`config.mk`:
```
export PLATFORM = sky130hd
export DESIGN_NAME = operand_capture_flat
export DESIGN_NICKNAME = d
export VERILOG_FILES = /design/src/rtl/operand_capture_if.sv /design/src/rtl/operand_capture.sv /design/src/flat_wrapper.sv
export SDC_FILE = /design/constraint.sdc
export NUM_CORES = 1
export LEC_CHECK = 0
export ABC_AREA = 0
export BUFFER_PORTS_ARGS = -buffer_cell sky130_fd_sc_hd__buf_2
export CAP_MARGIN = 20
export CORE_MARGIN = 2
export CORE_UTILIZATION = 53
export DETAILED_ROUTE_END_ITERATION = 7
export GPL_TIMING_DRIVEN = 0
export PLACE_DENSITY = 0.78
export RECOVER_POWER = 50
export SLEW_MARGIN = 20
export SYNTH_ARGS = -nofsm -noshare
export SYNTH_HDL_FRONTEND = slang
export SYNTH_SLANG_ARGS = --single-unit
```
`constraint.sdc`:
```
create_clock -name clk -period 0.95 [get_ports clk]
set_input_delay 0.19 -clock clk [delete_from_list [all_inputs] [get_ports clk]]
set_output_delay 0.19 -clock clk [all_outputs]
set_load 0.1 [all_outputs]
```
`src/rtl/operand_capture_if.sv`:
```
// Operand pair bus between the capture block and the downstream stage.
// master drives a/b/out_valid; slave returns out_ready.
interface operand_capture_if #(
  parameter int M = 4
);
  logic [M-1:0] a;
  logic [M-1:0] b;
  logic         out_valid;
  logic         out_ready;

  modport master (
    output a,
    output b,
    output out_valid,
    input  out_ready
  );

  modport slave (
    input  a,
    input  b,
    input  out_valid,
    output out_ready
  );
endinterface

```
`src/rtl/operand_capture.sv`:
```
// Captures two operands from switches on debounced load presses.
// Ports: clk, rst_n, sw, btn_load, btn_clear, op (a/b/valid/ready), state_dbg.
module operand_capture #(
  parameter int M   = 4,
  parameter int DEB = 4
) (
  input  logic         clk,
  input  logic         rst_n,
  input  logic [M-1:0] sw,
  input  logic         btn_load,
  input  logic         btn_clear,
  operand_capture_if.master op,
  output logic [1:0]   state_dbg
);

  localparam int CW = $clog2(DEB + 1);

  typedef enum logic [1:0] {
    LOAD_A = 2'b00,
    LOAD_B = 2'b01,
    VALID  = 2'b10
  } state_t;

  logic [1:0]    rsync;
  logic          rst_i;
  logic [1:0]    ld_s;
  logic [1:0]    cl_s;
  logic          deb;
  logic          deb_q;
  logic [CW-1:0] cnt;
  logic          pulse;
  logic          clr;
  state_t        state;
  state_t        state_n;
  logic [M-1:0]  a_q;
  logic [M-1:0]  a_n;
  logic [M-1:0]  b_q;
  logic [M-1:0]  b_n;
  logic          vld_q;

  // assert immediately, release on a clock edge
  always_ff @(posedge clk or negedge rst_n) begin
    if (!rst_n) rsync <= 2'b00;
    else        rsync <= {rsync[0], 1'b1};
  end

  assign rst_i = rsync[1];

  always_ff @(posedge clk or negedge rst_i) begin
    if (!rst_i) begin
      ld_s <= 2'b00;
      cl_s <= 2'b00;
    end else begin
      ld_s <= {ld_s[0], btn_load};
      cl_s <= {cl_s[0], btn_clear};
    end
  end

  // level flips after DEB consecutive differing samples
  always_ff @(posedge clk or negedge rst_i) begin
    if (!rst_i) begin
      deb   <= 1'b0;
      deb_q <= 1'b0;
      cnt   <= '0;
    end else begin
      deb_q <= deb;
      if (ld_s[1] != deb) begin
        if (cnt == CW'(DEB - 1)) begin
          deb <= ld_s[1];
          cnt <= '0;
        end else begin
          cnt <= cnt + CW'(1);
        end
      end else begin
        cnt <= '0;
      end
    end
  end

  assign pulse = deb & ~deb_q;
  assign clr   = cl_s[1];

  always_comb begin
    state_n = state;
    a_n     = a_q;
    b_n     = b_q;
    if (clr) begin
      state_n = LOAD_A;
      a_n     = '0;
      b_n     = '0;
    end else begin
      case (state)
        LOAD_A: begin
          if (pulse) begin
            a_n     = sw;
            state_n = LOAD_B;
          end
        end
        LOAD_B: begin
          if (pulse) begin
            b_n     = sw;
            state_n = VALID;
          end
        end
        VALID: begin
          if (op.out_ready) state_n = LOAD_A;
        end
        default: state_n = LOAD_A;
      endcase
    end
  end

  always_ff @(posedge clk or negedge rst_i) begin
    if (!rst_i) begin
      state <= LOAD_A;
      a_q   <= '0;
      b_q   <= '0;
      vld_q <= 1'b0;
    end else begin
      state <= state_n;
      a_q   <= a_n;
      b_q   <= b_n;
      vld_q <= (state_n == VALID);
    end
  end

  assign op.a         = a_q;
  assign op.b         = b_q;
  assign op.out_valid = vld_q;
  assign state_dbg    = state;

endmodule

```
`src/flat_wrapper.sv`:
```
// flat-port wrapper written by rule: the top's interface ports become plain ports
module operand_capture_flat 
#(
  parameter int M   = 4,
  parameter int DEB = 4
)
  (clk, rst_n, sw, btn_load, btn_clear, state_dbg, op_a, op_b, op_out_valid, op_out_ready);
  operand_capture_if #(.M(M)) op_i ();
  input  logic clk;
  input  logic rst_n;
  input  logic [M-1:0] sw;
  input  logic btn_load;
  input  logic btn_clear;
  output logic [1:0] state_dbg;
  output wire logic [$bits(op_i.a)-1:0] op_a;
  output wire logic [$bits(op_i.b)-1:0] op_b;
  output wire logic [$bits(op_i.out_valid)-1:0] op_out_valid;
  input wire logic [$bits(op_i.out_ready)-1:0] op_out_ready;
  assign op_a = op_i.a;
  assign op_b = op_i.b;
  assign op_out_valid = op_i.out_valid;
  assign op_i.out_ready = op_out_ready;
  operand_capture #(.M(M), .DEB(DEB)) u_core (.clk(clk), .rst_n(rst_n), .sw(sw), .btn_load(btn_load), .btn_clear(btn_clear), .op(op_i), .state_dbg(state_dbg));
endmodule
```
== Word-level counts from Yosys, hierarchy flattened ==
Cells that the tools add are included.

* Flip-flop bits (word level): 22
* Bits in latches: 0
* Memory bits (writable): 0
* ROM bits: 0
* Input bits: 9
* Output and inout port bits: 11
* Word-level logic and storage cells: 37
* Memories kept: 0

* Add/sub/neg operators: 1
* $mul: 0
* Divide/modulo/power cells: 0
* Magnitude comparators: 0
* Eq/ne operators: 5
* Shifts and indexed selects: 0
* Multiplexer cells: 12
* Bitwise logic cells: 2
* Reductions and logical operators: 7

{| class="wikitable"
|+ Operator list
! cell !! number
|-
| two-way mux 4 bit || 5
|-
| two-way mux 2 bit || 4
|-
| two-way mux 3 bit || 2
|-
| one-hot mux 2 bit (3 select lines) || 1
|-
| AND reduction 2 bit || 3
|-
| nonzero test 2 bit || 3
|-
| == test 2 bit, second input constant || 2
|-
| adder 3 x 1 -> 3 bit, second input constant || 1
|-
| == test 3 x 2 -> 1 bit, second input constant || 1
|-
| == test 2 x 1 -> 1 bit, second input constant || 1
|-
| logical NOT 2 bit || 1
|-
| bitwise AND 1 bit || 1
|-
| inequality test 1 bit || 1
|-
| NOT 1 bit || 1
|}

== Depth between registers and ports, before layout ==
* Depth after elaboration: 6
* Mapped depth: 4
* Gate-level depth less buffers: 3

== Worst setup path before layout ==
OpenSTA, ideal clock, no wires.

* Kind: reg-to-reg
* Start: reg u_core.state[0], in the netlist u_core.state_dbg[0]
* End: reg u_core.b_q[0], in the netlist u_core.op.b[0]
* Library setup time: 0.132 ns
* Data arrival time: 1.666 ns
* Required time: 0.818 ns
* Slack: -0.848 ns
* Stages on the path, launching flop included: 5
* Period minus slack after synthesis: 1.798 ns
* Path through: dfrtp_1 > and4bb_1 > buf_2 > mux2i_1 > nor2_1

* Cells in the longest elaborated chain, start to end: 3

{| class="wikitable"
|+ RTL lines
! what !! line !! source
|-
| from (decl) || operand_capture.sv:33 || <nowiki>state_t state;</nowiki>
|-
| from (signal assigned) || operand_capture.sv:120 || <nowiki>state <= state_n;</nowiki>
|-
| == test 2 x 1 -> 1 bit || operand_capture.sv:92 || <nowiki>case (state)</nowiki>
|-
| nonzero test 2 bit (no source line) || - ||
|-
| AND reduction 2 bit (no source line) || - ||
|-
| to (signal assigned) || operand_capture.sv:122 || <nowiki>b_q <= b_n;</nowiki>
|-
| to (decl) || operand_capture.sv:37 || <nowiki>logic [M-1:0] b_q;</nowiki>
|}

Every way passes these cells.
A chain may end at the register's enable or synchronous reset.

== Final worst setup path ==
* Start: reg u_core.state[1], in the netlist u_core.state_dbg[1]
* End: reg u_core.a_q[1], in the netlist u_core.op.a[1]

* Cells in the longest elaborated chain, start to end: 3

{| class="wikitable"
|+ RTL lines
! what !! line !! source
|-
| logical NOT 2 bit || operand_capture.sv:92 ||
|-
| nonzero test 2 bit (no source line) || - ||
|-
| AND reduction 2 bit (no source line) || - ||
|-
| to (signal assigned) || operand_capture.sv:121 || <nowiki>a_q <= a_n;</nowiki>
|-
| to (decl) || operand_capture.sv:35 || <nowiki>logic [M-1:0] a_q;</nowiki>
|}

Every way passes these cells.

==> results.yml <==
critical_path:
  cp_cell_sequence: "nor4b_4, buf_6, mux2i_2, nor2_1"
  crit_family: "flip-flops"
  cp.required_ns: 1.14
  path_buf_inv: 1
  crit_slowest_cell: "dfrtp_4"
  cp.arrival_ns: 1.55
  crit_type: "flip-flop to flip-flop"
  critPathMaxFanout: 4
  critPathMaxStageDelay_ns: 0.52
  end_kind: "flip-flop"
  worst_setup_path_start_kind: "flip-flop"
timing:
  setup_ws_ns: -0.408
  fin_crit_ns: 1.36
  rsz0062_at_grt: "true"
  hold_viol: 0
  fin_skew_ns: 0.0130
  fmax_ghz: 0.736
  maxSlewViolCount: 0
  post-route-period-util_pct: 143
  hold_ws_ns: 0.155
  setup_viol: 26
pwr:
  power_frac_comb_pct: 49.9
  pwr-share-clk_pct: 13.7
  netSwitchingFraction_pct: 41.3
  power_w: 0.00378
  switchingPower_w: 0.00156
  p_leak_nw: 0.565
  power.density_nw_per_um2: 2970
  ir_drop_v: 0.00195
  p_int_w: 0.00222
  seq_power_share_pct: 36.4
placement:
  portBuffers: 19
  hpwlAfterDp_um: 919
  dp.cells: 92
  globalplace.congestion: 0.743
synth:
  synth.most_common_cell: "dfrtp_1"
  synthArstFlopShare_pct: 100
  synth_top_cell_area_share_pct: 68.4
  synthCells: 57
  synth_nets: 67
  seq_area_frac_synth_pct: 68.4
  synth_area_per_cell_um2: 14.1
  synth_edf_count: 0
  synth.area.top_cells: "dfrtp_1 68%, mux2i_1 10%, nor2_1 5.1%"
  yosysWarnings: 0
  ys_ff_latch: 22
  synth_ff_type: "dfrtp_1"
  synth_cell_type_count: 15
  yosysTopAreaCell: "dfrtp_1"
  synth_top_cells_by_count: "22 x dfrtp_1, 11 x nor2_1, 8 x mux2i_1"
  synth_area_um2: 805
routing:
  wire_per_inst_um: 17.9
  drt-total-wl_um: 1910
  viasPerCell: 5.22
  drc_errors: 0
  via_count: 559
  dr.pass1.iters: 4
  drt_iter0_markers: 6
  ant_nets: 0
grt:
  grt_use_total_pct: 20.2
  overflow: 0
  grt_pass1_wl_um: 2690
  grt_antenna_before_repair: 0
  grt_pass1_vias: 621
  grt_start_max_net_pins: 21
status:
  outcome: "complete, but fails checks"
  failed_checks: "setup timing"
min_path:
  min_path_type: "input port to flip-flop"
clock_tree:
  cts.htree.levels: 1
  root_buffer: "clkbuf_4"
  clk_latency_ns: 0.31
  path_clk_slew_ns: 0.13
  cts.sink_count: 22
  clock_path_buffers: 2
  cts_tree: "done"
  cts_inserted_buffers: 3
final_layout:
  drive_above_1_share_pct: 58.2
  nFillCells: 74
  syn_to_final_growth_pct: 58.3
  instances_no_fill: 107
  multi_input_area_um2: 285
  seq_area_um2: 572
  final_nets: 102
  diodes: 0
floorplanning:
  start_util_pct: 54.7
  die_area_um2: 1850
  io_pins: 20
  die_h_um: 43.0
  die_w_um: 43.0
  core_area_um2: 1470
  rows: 14
flow_run:
  max_cap_violations: 0
-- layout by cell type (no fill, tap or decap) --
master         Yosys  layout
dfrtp_4            0       2
buf_12             0       8
buf_6              0       6
mux2i_2            0       1
buf_8              0       2
clkbuf_1           1       2
dfrtp_1           22       9
xnor2_2            0       1
and4bb_1           1       1
nor2b_1            2       1
nor2b_4            0       1
buf_4              0       4
clkbuf_4           0       3
clkbuf_8           0       1
dlygate4sd3_1      0       3
mux2i_1            8       7
a21oi_1            1       1
nor3b_2            0       2
xnor2_1            2       1
nor4b_4            1       1
buf_2              1       7
nor2_1            11      11
dfrtp_2            0      11
nor3_2             0       1
nor3_1             2       1
mux2_4             0       1
ha_2               0       1
conb_1             1       1
-- cells by family (layout without fill, tap and decap cells) --
logic type               Yosys count  in the layout  share of synthesized area [%]
flip-flops                        22             22                           68.4
AND/OR/NAND/NOR                   19             19                           14.3
multiplexers                       9              9                           11.4
XOR/XNOR                           2              2                           2.18
buffers and inverters              2             36                           1.09
adder cells (fa/ha/maj)            1              1                           1.55
other                              1              1                          0.466
AO/OA/AOI/OAI                      1              1                          0.621
-- sequential cells by signal (all words and copies together) (netlist names) --
name / cells
u_core.state_dbg: 2
u_core.op.b: 4
u_core.rsync: 2
u_core.op.out_valid: 1
u_core.deb: 1
u_core.cl_s: 2
u_core.cnt: 3
u_core.ld_s: 2
u_core.op.a: 4
u_core.deb_q: 1
-- power groups by stage --
| stage | clock network (W) | registers, W | logic, W |
|---|---|---|---|
| floorplan | 0 | 0.00197 | 0.000458 |
| CTS | 0.000512 | 0.00135 | 0.00164 |
| global placement | 0 | 0.00132 | 0.00128 |
| finish | 0.000519 | 0.00137 | 0.00189 |
| global route | 0.000546 | 0.00140 | 0.00195 |
| detailed placement | 0 | 0.00134 | 0.00131 |
-- metal layers --
metal | up-vias | global-route usage [%] | wire length [µm] | share of wire, %
met2 | 12 | 35.2 | 1080 | 56
met5 | - | 0 | 0 | 0
met1 | 288 | 24.9 | 766 | 40
li1 | 257 | - | - | -
met4 | 0 | 9.09 | 9 | 0.47
met3 | 2 | 2.55 | 56 | 2.9
-- path summary, 6_finish.rpt --
check                                    startpoint             endpoint  slack (ns)  cells after the start
worst max-delay path            u_core.state_dbg[1]       u_core.op.a[1]       -0.41                      4
worst min-delay path                          sw[0]       u_core.op.a[0]        0.16                      3
worst max register to register  u_core.state_dbg[1]       u_core.op.a[1]       -0.41                      4
worst min register to register      u_core.rsync[1]       u_core.ld_s[1]        0.22                      0
max in group asynchronous           u_core.rsync[1]  u_core.state_dbg[1]        0.37                      0
min in group asynchronous                     rst_n      u_core.rsync[0]        0.18                      2
-- final cells by class --
type / instances / area share, %
timing repair buffer: 30 / 27.1
sequential: 22 / 44.9
buffer: 2 / 1.18
multi-input combinational: 33 / 22.4
tap: 16 / 1.57
clock buffer: 4 / 2.85
-- worst reg2reg max path: stages (launching register included) --
cell and delay (ns):
dfrtp_4 0.52, nor4b_4 0.27, buf_6 0.17, mux2i_2 0.23, nor2_1 0.07
-- metrics by stage --
step	setup slack [ns]	area (µm²)	util (%)	setup TNS, ns
floorplan	-0.488	843	-	-4.65
global placement	-0.426	958	65.1	-3.75
detailed placement	-0.468	958	65.1	-4.17
CTS	-0.373	1180	80.3	-5.91
global route	-0.507	1270	86.6	-7.47
finish	-0.408	1270	86.6	-6.47
-- repair_timing --
item | CTS | global route
pin swaps | 3 | 4
endpoints found under the hold margin | 4 | 0
setup buffers | 5 | 3
hold buffers | 3 | 0
gates resized for setup | 34 | 17
setup endpoints to repair | 27 | 26
Note: power is estimated with default switching activity, not from simulation.
